===== config.mk =====
export PLATFORM = sky130hd
export DESIGN_NAME = turn_executor
export DESIGN_NICKNAME = d
export VERILOG_FILES = /design/src/rtl/turn_executor.sv
export SDC_FILE = /design/constraint.sdc
export NUM_CORES = 1
export LEC_CHECK = 0
export ABC_AREA = 1
export BUFFER_PORTS_ARGS = -buffer_cell sky130_fd_sc_hd__buf_4
export CAP_MARGIN = 20
export CORE_ASPECT_RATIO = 1.4
export CORE_UTILIZATION = 50
export DETAILED_ROUTE_END_ITERATION = 6
export HOLD_SLACK_MARGIN = 0.06
export PLACE_DENSITY = 0.67
export RECOVER_POWER = 100
export SYNTH_ARGS = -nofsm -noshare
export SYNTH_HDL_FRONTEND = slang
export SYNTH_SLANG_ARGS = --single-unit

===== constraint.sdc =====
create_clock -name clk -period 3.6 [get_ports clk]
set_input_delay 1.08 -clock clk [delete_from_list [all_inputs] [get_ports clk]]
set_output_delay 1.08 -clock clk [all_outputs]
set_load 0.05 [all_outputs]

===== src/rtl/turn_executor.sv =====
// Turn-trigger responder: accepts left/right/back requests and drives timed
// steering levels, holding is_turning through a chassis settle period.
module turn_executor #(
   parameter int unsigned TURN_90_CYCLES  = 450,
   parameter int unsigned TURN_180_CYCLES = 900,
   parameter int unsigned SETTLE_CYCLES   = 25
) (
   input  logic       clk,
   input  logic       rst_n,
   input  logic       enable,
   input  logic       trigger_turn_left,
   input  logic       trigger_turn_right,
   input  logic       trigger_turn_back,
   output logic       turn_left,
   output logic       turn_right,
   output logic       is_turning,
   output logic [1:0] turn_kind
);

   typedef enum logic [1:0] {
      IDLE   = 2'd0,
      TURN   = 2'd1,
      SETTLE = 2'd2
   } state_t;

   localparam logic [1:0] KIND_NONE  = 2'b00;
   localparam logic [1:0] KIND_LEFT  = 2'b01;
   localparam logic [1:0] KIND_RIGHT = 2'b10;
   localparam logic [1:0] KIND_BACK  = 2'b11;

   state_t      r_state;
   state_t      w_state_nxt;
   logic [31:0] r_cnt;
   logic [31:0] w_cnt_nxt;
   logic [31:0] w_len_m1;
   logic [1:0]  r_kind;
   logic [1:0]  w_kind_nxt;
   logic        r_armed;
   logic        w_armed_nxt;
   logic        w_any_trig;

   assign w_any_trig = trigger_turn_left | trigger_turn_right | trigger_turn_back;
   assign w_len_m1   = (r_kind == KIND_BACK) ? 32'(TURN_180_CYCLES - 1)
                                             : 32'(TURN_90_CYCLES - 1);

   // Triggers are levels held well past turn acceptance; armed only re-sets
   // once every trigger has been seen low, so one held request = one turn.
   always_comb begin
      w_state_nxt = r_state;
      w_cnt_nxt   = r_cnt + 32'd1;
      w_kind_nxt  = r_kind;
      w_armed_nxt = r_armed;
      if (!w_any_trig) begin
         w_armed_nxt = 1'b1;
      end
      if (!enable) begin
         w_state_nxt = IDLE;
         w_cnt_nxt   = '0;
         w_kind_nxt  = KIND_NONE;
         w_armed_nxt = r_armed;
      end else begin
         case (r_state)
            IDLE: begin
               w_cnt_nxt = '0;
               if (r_armed && w_any_trig) begin
                  w_state_nxt = TURN;
                  w_armed_nxt = 1'b0;
                  if (trigger_turn_back)      w_kind_nxt = KIND_BACK;
                  else if (trigger_turn_left) w_kind_nxt = KIND_LEFT;
                  else                        w_kind_nxt = KIND_RIGHT;
               end
            end
            TURN: begin
               if (r_cnt == w_len_m1) begin
                  w_state_nxt = SETTLE;
                  w_cnt_nxt   = '0;
               end
            end
            SETTLE: begin
               if (r_cnt == 32'(SETTLE_CYCLES - 1)) begin
                  w_state_nxt = IDLE;
                  w_cnt_nxt   = '0;
                  w_kind_nxt  = KIND_NONE;
               end
            end
            default: begin
               w_state_nxt = IDLE;
               w_cnt_nxt   = '0;
               w_kind_nxt  = KIND_NONE;
            end
         endcase
      end
   end

   // Outputs are registered from the next-state decode so they change on the
   // same edge as the state they describe.
   always_ff @(posedge clk or negedge rst_n) begin
      if (!rst_n) begin
         r_state    <= IDLE;
         r_cnt      <= '0;
         r_kind     <= KIND_NONE;
         r_armed    <= 1'b1;
         turn_left  <= 1'b0;
         turn_right <= 1'b0;
         is_turning <= 1'b0;
      end else begin
         r_state    <= w_state_nxt;
         r_cnt      <= w_cnt_nxt;
         r_kind     <= w_kind_nxt;
         r_armed    <= w_armed_nxt;
         turn_left  <= (w_state_nxt == TURN) && w_kind_nxt[0];
         turn_right <= (w_state_nxt == TURN) && (w_kind_nxt == KIND_RIGHT);
         is_turning <= (w_state_nxt != IDLE);
      end
   end

   assign turn_kind = r_kind;

endmodule


## Yosys cells after proc, flatten, opt, wreduce, memory -nomap -nowiden

Cells that the tools add are included.
W data, S select, Z words.

| cells by class | value |
|---|---|
| bitwise logic cells | 2 |
| add/subtract/negate cells | 1 |
| reduce and logical (&&, ||, !) cells | 5 |
| multiplexer cells | 19 |
| equal/unequal tests | 7 |

Operators with widths:

| kind | number |
|---|---|
| $mux W32 | 3 |
| $pmux W32 S2 | 1 |
| $add A32 B1 Y32 const B | 1 |
| $eq A32 B10 Y1 | 1 |
| $eq A32 B5 Y1 const B | 1 |
| $mux W2 | 9 |
| $pmux W2 S3 | 2 |
| $mux W10 | 1 |
| $eq A2 B2 Y1 const B | 3 |
| $eq A2 B1 Y1 const B | 2 |
| $logic_and A1 B1 Y1 | 3 |
| $mux W1 | 3 |
| $logic_not A2 Y1 | 1 |
| $or A1 B1 Y1 | 2 |
| $reduce_bool A2 Y1 | 1 |

| storage, ports and cells | value |
|---|---|
| word-level logic and storage cells | 41 |
| flip-flop bits (word level) | 40 |
| output and inout bits | 5 |
| input port bits | 6 |

## Depth between registers and ports, before layout

| logic depth | value |
|---|---|
| depth after elaboration | 8 |
| gate-level depth with buffers | 14 |
| gate-level depth less buffers | 14 |

## Worst setup path after synthesis

OpenSTA, ideal clock, no wires.

| timing path | value |
|---|---|
| kind | input to register |
| start point | in trigger_turn_left |
| end point | reg turn_left |
| arrival | 1,862 ps |
| library setup time | 72 ps |
| buffers on the path | 0 |
| cell stages on the path | 10 |
| setup slack | 1,666 ps |
| required time | 3,528 ps |
| cell sequence | nor2_1 nand2_1 nand2_1 inv_1 nand2_1 a21oi_1 inv_2 a21oi_1 nand2_1 nor2_1 |

| on the way | value |
|---|---|
| word-level cells in the longest chain between the ends | 8 |
| elaborated cells between the ends (all ways) | 13 |
| classes of those cells | eq/ne: 1; mux: 8; bitwise: 2; reduce/logical: 2 |

Ends and longest elaborated chain:

| what | RTL line | RTL |
|---|---|---|
| start, declared | 11 | `input logic trigger_turn_left,` |
| $or A1 B1 Y1 (2 in a row) | 42 | `assign w_any_trig = trigger_turn_left \| trigger_turn_right \| trigger_turn_back;` |
| $logic_and A1 B1 Y1 | 65 | `if (r_armed && w_any_trig) begin` |
| $mux W2 | 65 |  |
| $pmux W2 S3 | 62 | `case (r_state)` |
| $mux W2 | 56 | `if (!enable) begin` |
| named net w_state_nxt[0] | 32 | `state_t w_state_nxt;` |
| $eq A2 B1 Y1 | 111 | `turn_left <= (w_state_nxt == TURN) && w_kind_nxt[0];` |
| $logic_and A1 B1 Y1 | 111 |  |
| end signal, assigned | 111 |  |
| end, declared | 14 | `output logic turn_left,` |

The timed path passes the listed nets, and every way through them passes these cells.
A chain may end at the register's enable or synchronous reset.

## Worst setup path in the final report

| timing path | value |
|---|---|
| start point | reg r_cnt[1] |
| end point | reg r_cnt[4] |

| on the way | value |
|---|---|
| word-level cells in the longest chain between the ends | 4 |
| elaborated cells between the ends (all ways) | 7 |
| classes of those cells | add/sub: 1; eq/ne: 2; mux: 4 |

Ends and longest elaborated chain:

| what | RTL line | RTL |
|---|---|---|
| start, declared | 33 | `logic [31:0] r_cnt;` |
| start signal, assigned | 108 | `r_cnt <= w_cnt_nxt;` |
| $add A32 B1 Y32 (tied with other cells) | 50 | `w_cnt_nxt = r_cnt + 32'd1;` |
| $mux W32 (on tied branches) | 80, 74 |  |
| $pmux W32 S2 * | 62 |  |
| $mux W32 * | 56 |  |
| named net w_cnt_nxt[4] | 34 | `logic [31:0] w_cnt_nxt;` |

Mark *: on every way through the listed nets, which the timed path passes. The rest lies on a longest branch.

==> reports/summary.md <==
• **status** finished clean
• **first-pass iteration count of the detailed router** 5
• **sequential area share after synthesis** 0.408
• **worst skew pair latency** 0.31 ns
• **post-route DRC violation count** 0
• **CP arrival** 2.75 ns
• **setup repair after global routing missed its margin** no
• **count of cells along the worst hold path** 1
• **peak supply drop** 0.192 mV
• **netlist area before placement** 2460 µm²
• **final count of hold timing violations** 0
• **clock tree from TritonCTS** built
• **areal power density over the cells** 310 nW/µm²
• **weighted congestion reported at the end of routability-driven placement** 0.879
• **number of vias after detailed routing** 2099
• **remaining antenna violation count** 0
• **global-route total usage across every layer** 0.243
• **most common library cell in the layout ignoring fill and taps** sky130_fd_sc_hd__nand2_1
• **Setup violations, final** 0
• **global-route wire length before repair** 9400 µm
• **clock slew at the register clock pins of the worst setup and hold paths** 0.07 ns
• **routed len/inst** 13.0 µm
• **internal cell power** 0.619 mW
• **reg2reg start** r_cnt[1]
• **Net Sw Frac** 0.252
• **number of global-route vias before repair** 2097
• **number of CTS-inserted buffers** 5
• **sequential share of power** 0.551
• **R2R setup slack** 1.01 ns
• **pin count of the biggest net entering global routing** 41
• **Fin Hold WS** 0.492 ns
• **end of the worst register-to-register path** r_cnt[4]
• **Post-CTS Hold Fix Bufs** 0
• **Clk pwr share** 0.388
• **fraction of layout cells with a size suffix above 1** 0.130
• **Synth Register Bits** 40
• **synthesized instance count** 339
• **Die H** 85.0 µm
• **total detailed-routing wirelength** 5430 µm
• **vias per cell** 5.03
• **headroom to the max-slew limit** 0.474
• **Die X** 61.3 µm
• **critical path endpoint category** register
• **cell taking the most area after synthesis** sky130_fd_sc_hd__dfrtp_1
• **leading cell types in the layout, fill and taps excluded** sky130_fd_sc_hd__nand2_1, sky130_fd_sc_hd__nor2_1, sky130_fd_sc_hd__dfrtp_1, sky130_fd_sc_hd__inv_1, sky130_fd_sc_hd__inv_2
• **kind of path behind the tightest hold check** register to register
• **Clock Tree Root** sky130_fd_sc_hd__clkbuf_8
• **Final Skew** 0.0102 ns
• **sum of overflow across all layers after global routing** 0
• **largest driver fanout on the critical path** 18
• **HPWL after detailed placement** 4130 µm
• **reported max-cap violation count** 0
• **aggregate negative setup slack** 0 ns
• **starting density of the core** 0.533
• **slew of the pin with the lowest slew margin** 0.789 ns
• **proportion of power drawn by combinational gates** 0.060
• **Row Count** 29
• **Worst Hold End** r_cnt[0]
• **Area contributors post-synth** sky130_fd_sc_hd__dfrtp_1, sky130_fd_sc_hd__nand2_1, sky130_fd_sc_hd__nor2_1
• **leakage power total** 1.22 nW
• **Slew Viols, Final** 0
• **number of nets in the finished design** 366
• **launch instance of the worst min-delay path** r_cnt[0]
• **antenna violations before repair** 0
• **Floorplan Core Area** 4610 µm²
• **# diodes** 0
• **required time reported for the critical path endpoint** 3.75 ns
• **number of warnings printed during yosys synthesis** 0
• **post-synthesis average cell area** 7.25 µm²
• **P_sw** 0.209 mW
• **die footprint** 5200 µm²
• **FF-to-FF path depth** 12
• **clock net sink count** 40
• **post-CTS resize count** 0
• **min Tclk post-route** 2.59 ns
• **crit path kind** register to register
• **Period Utilization, post-route** 0.721
• **top cell type's share of synthesized area** 0.397
• **synthesis-to-finish area growth** 8.76%
• **H-Tree Level Count** 2
• **highest clock rate** 0.385 GHz
• **Critical Path Start Type** register
• **Clock Tree Buf Depth** 2
• **number of buffers added on ports** 10
• **count of buffers added by post-CTS timing repair for setup** 0
• **initial DRC count** 60
• **distinct cell type count of the synthesized netlist** 28
• **total I/O pin count** 11
• **Synth Net Count** 351
## critical path, cell delays in order, from the launching register on
cell,delay [ns]
sky130_fd_sc_hd__dfrtp_1,0.41
sky130_fd_sc_hd__inv_1,0.12
sky130_fd_sc_hd__ha_1,0.15
sky130_fd_sc_hd__nand2_1,0.06
sky130_fd_sc_hd__nor2_1,0.09
sky130_fd_sc_hd__nand2_1,0.06
sky130_fd_sc_hd__nor2_1,0.09
sky130_fd_sc_hd__nand2_1,0.06
sky130_fd_sc_hd__nand2_1,0.09
sky130_fd_sc_hd__nand2_1,0.07
sky130_fd_sc_hd__nand4_1,0.48
sky130_fd_sc_hd__clkbuf_1,0.66
sky130_fd_sc_hd__nor2_1,0.10
## power by group through the flow
stage / registers [mW] / clock network, mW / logic (mW)
final: 0.457 / 0.322 / 0.0498
after global routing: 0.458 / 0.346 / 0.0560
after CTS: 0.457 / 0.329 / 0.0530
after detailed placement: 0.466 / 0 / 0.0530
after global placement: 0.466 / 0 / 0.0523
after floorplan: 0.474 / 0 / 0.0207
## metal layers
layer	vias to the layer above	global-route usage	part of all wire
met5	-	0	0
met3	10	0.0473	0.034
met4	0	0.0992	0.021
li1	1086	-	-
met1	960	0.291	0.42
met2	43	0.411	0.53
## cell type report
class / instances / area [µm²]
fillers: 462 / 1940
flip-flops and latches: 40 / 1000
clock buffers: 6 / 82.6
multi-input cells: 238 / 1220
well taps: 62 / 77.6
clock inverters: 2 / 10.0
inverters: 58 / 218
repair buffers: 11 / 60.1
## state kept, by name, indices dropped and copies added, names as in the netlist
name and flops:
is_turning 1, r_armed 1, r_cnt 32, r_state 2, turn_kind 2, turn_left 1
turn_right 1
## stage by stage
step	area (µm²)	worst slack (ns)	total power [mW]	util	cells
6_report	2670	1.01	0.829	0.580	417
5_1_grt	2670	0.714	0.859	0.580	417
4_1_cts	2700	1.21	0.839	0.585	417
3_5_place_dp	2600	1.22	0.519	0.565	409
3_3_place_gp	2600	1.25	0.518	0.565	409
2_1_floorplan	2460	1.67	0.495	-	339
## kinds of logic after synthesis
kind of cell               count (synthesis)  synth area share
DFF                                       40             0.408
buffers and inverters                     61            0.0947
AOI/OAI and AO/OA                         19            0.0417
adders and majority gates                  6            0.0305
and+or+nand+nor                          195             0.361
xor gates and xnor gates                  18            0.0642
## synthesized netlist by cell type
master,count
sky130_fd_sc_hd__nand2_4,1
sky130_fd_sc_hd__o21ai_1,2
sky130_fd_sc_hd__o21ai_0,5
sky130_fd_sc_hd__o211ai_1,2
sky130_fd_sc_hd__xor2_1,17
sky130_fd_sc_hd__buf_2,3
sky130_fd_sc_hd__nor4_1,3
sky130_fd_sc_hd__a21oi_1,8
sky130_fd_sc_hd__nand3_2,1
sky130_fd_sc_hd__nor3_1,17
sky130_fd_sc_hd__nand3b_1,1
sky130_fd_sc_hd__nor2_4,2
sky130_fd_sc_hd__nor2_1,59
sky130_fd_sc_hd__inv_1,36
sky130_fd_sc_hd__nor3_2,3
sky130_fd_sc_hd__nand2_1,78
sky130_fd_sc_hd__dfrtp_1,39
sky130_fd_sc_hd__dfstp_2,1
sky130_fd_sc_hd__xnor2_1,1
sky130_fd_sc_hd__nand3_1,17
sky130_fd_sc_hd__ha_1,6
sky130_fd_sc_hd__nor3_4,2
sky130_fd_sc_hd__clkinv_1,2
sky130_fd_sc_hd__inv_2,20
sky130_fd_sc_hd__nand4_1,8
sky130_fd_sc_hd__and3_2,1
sky130_fd_sc_hd__a31oi_1,2
sky130_fd_sc_hd__nor2_2,2
## how the worst max path moves through the flow
stage | end | slack [ns] | cells after the start | start
3_5_place_dp | r_cnt[10] | 1.22 | 4 | enable
6_report | r_cnt[4] | 1.01 | 12 | r_cnt[1]
5_1_grt | r_cnt[4] | 0.71 | 12 | r_cnt[1]
2_1_floorplan | turn_left | 1.67 | 10 | trigger_turn_left
4_1_cts | r_cnt[10] | 1.21 | 12 | r_cnt[0]
3_3_place_gp | r_cnt[15] | 1.25 | 4 | enable
Power figures use the tool's default switching activity.
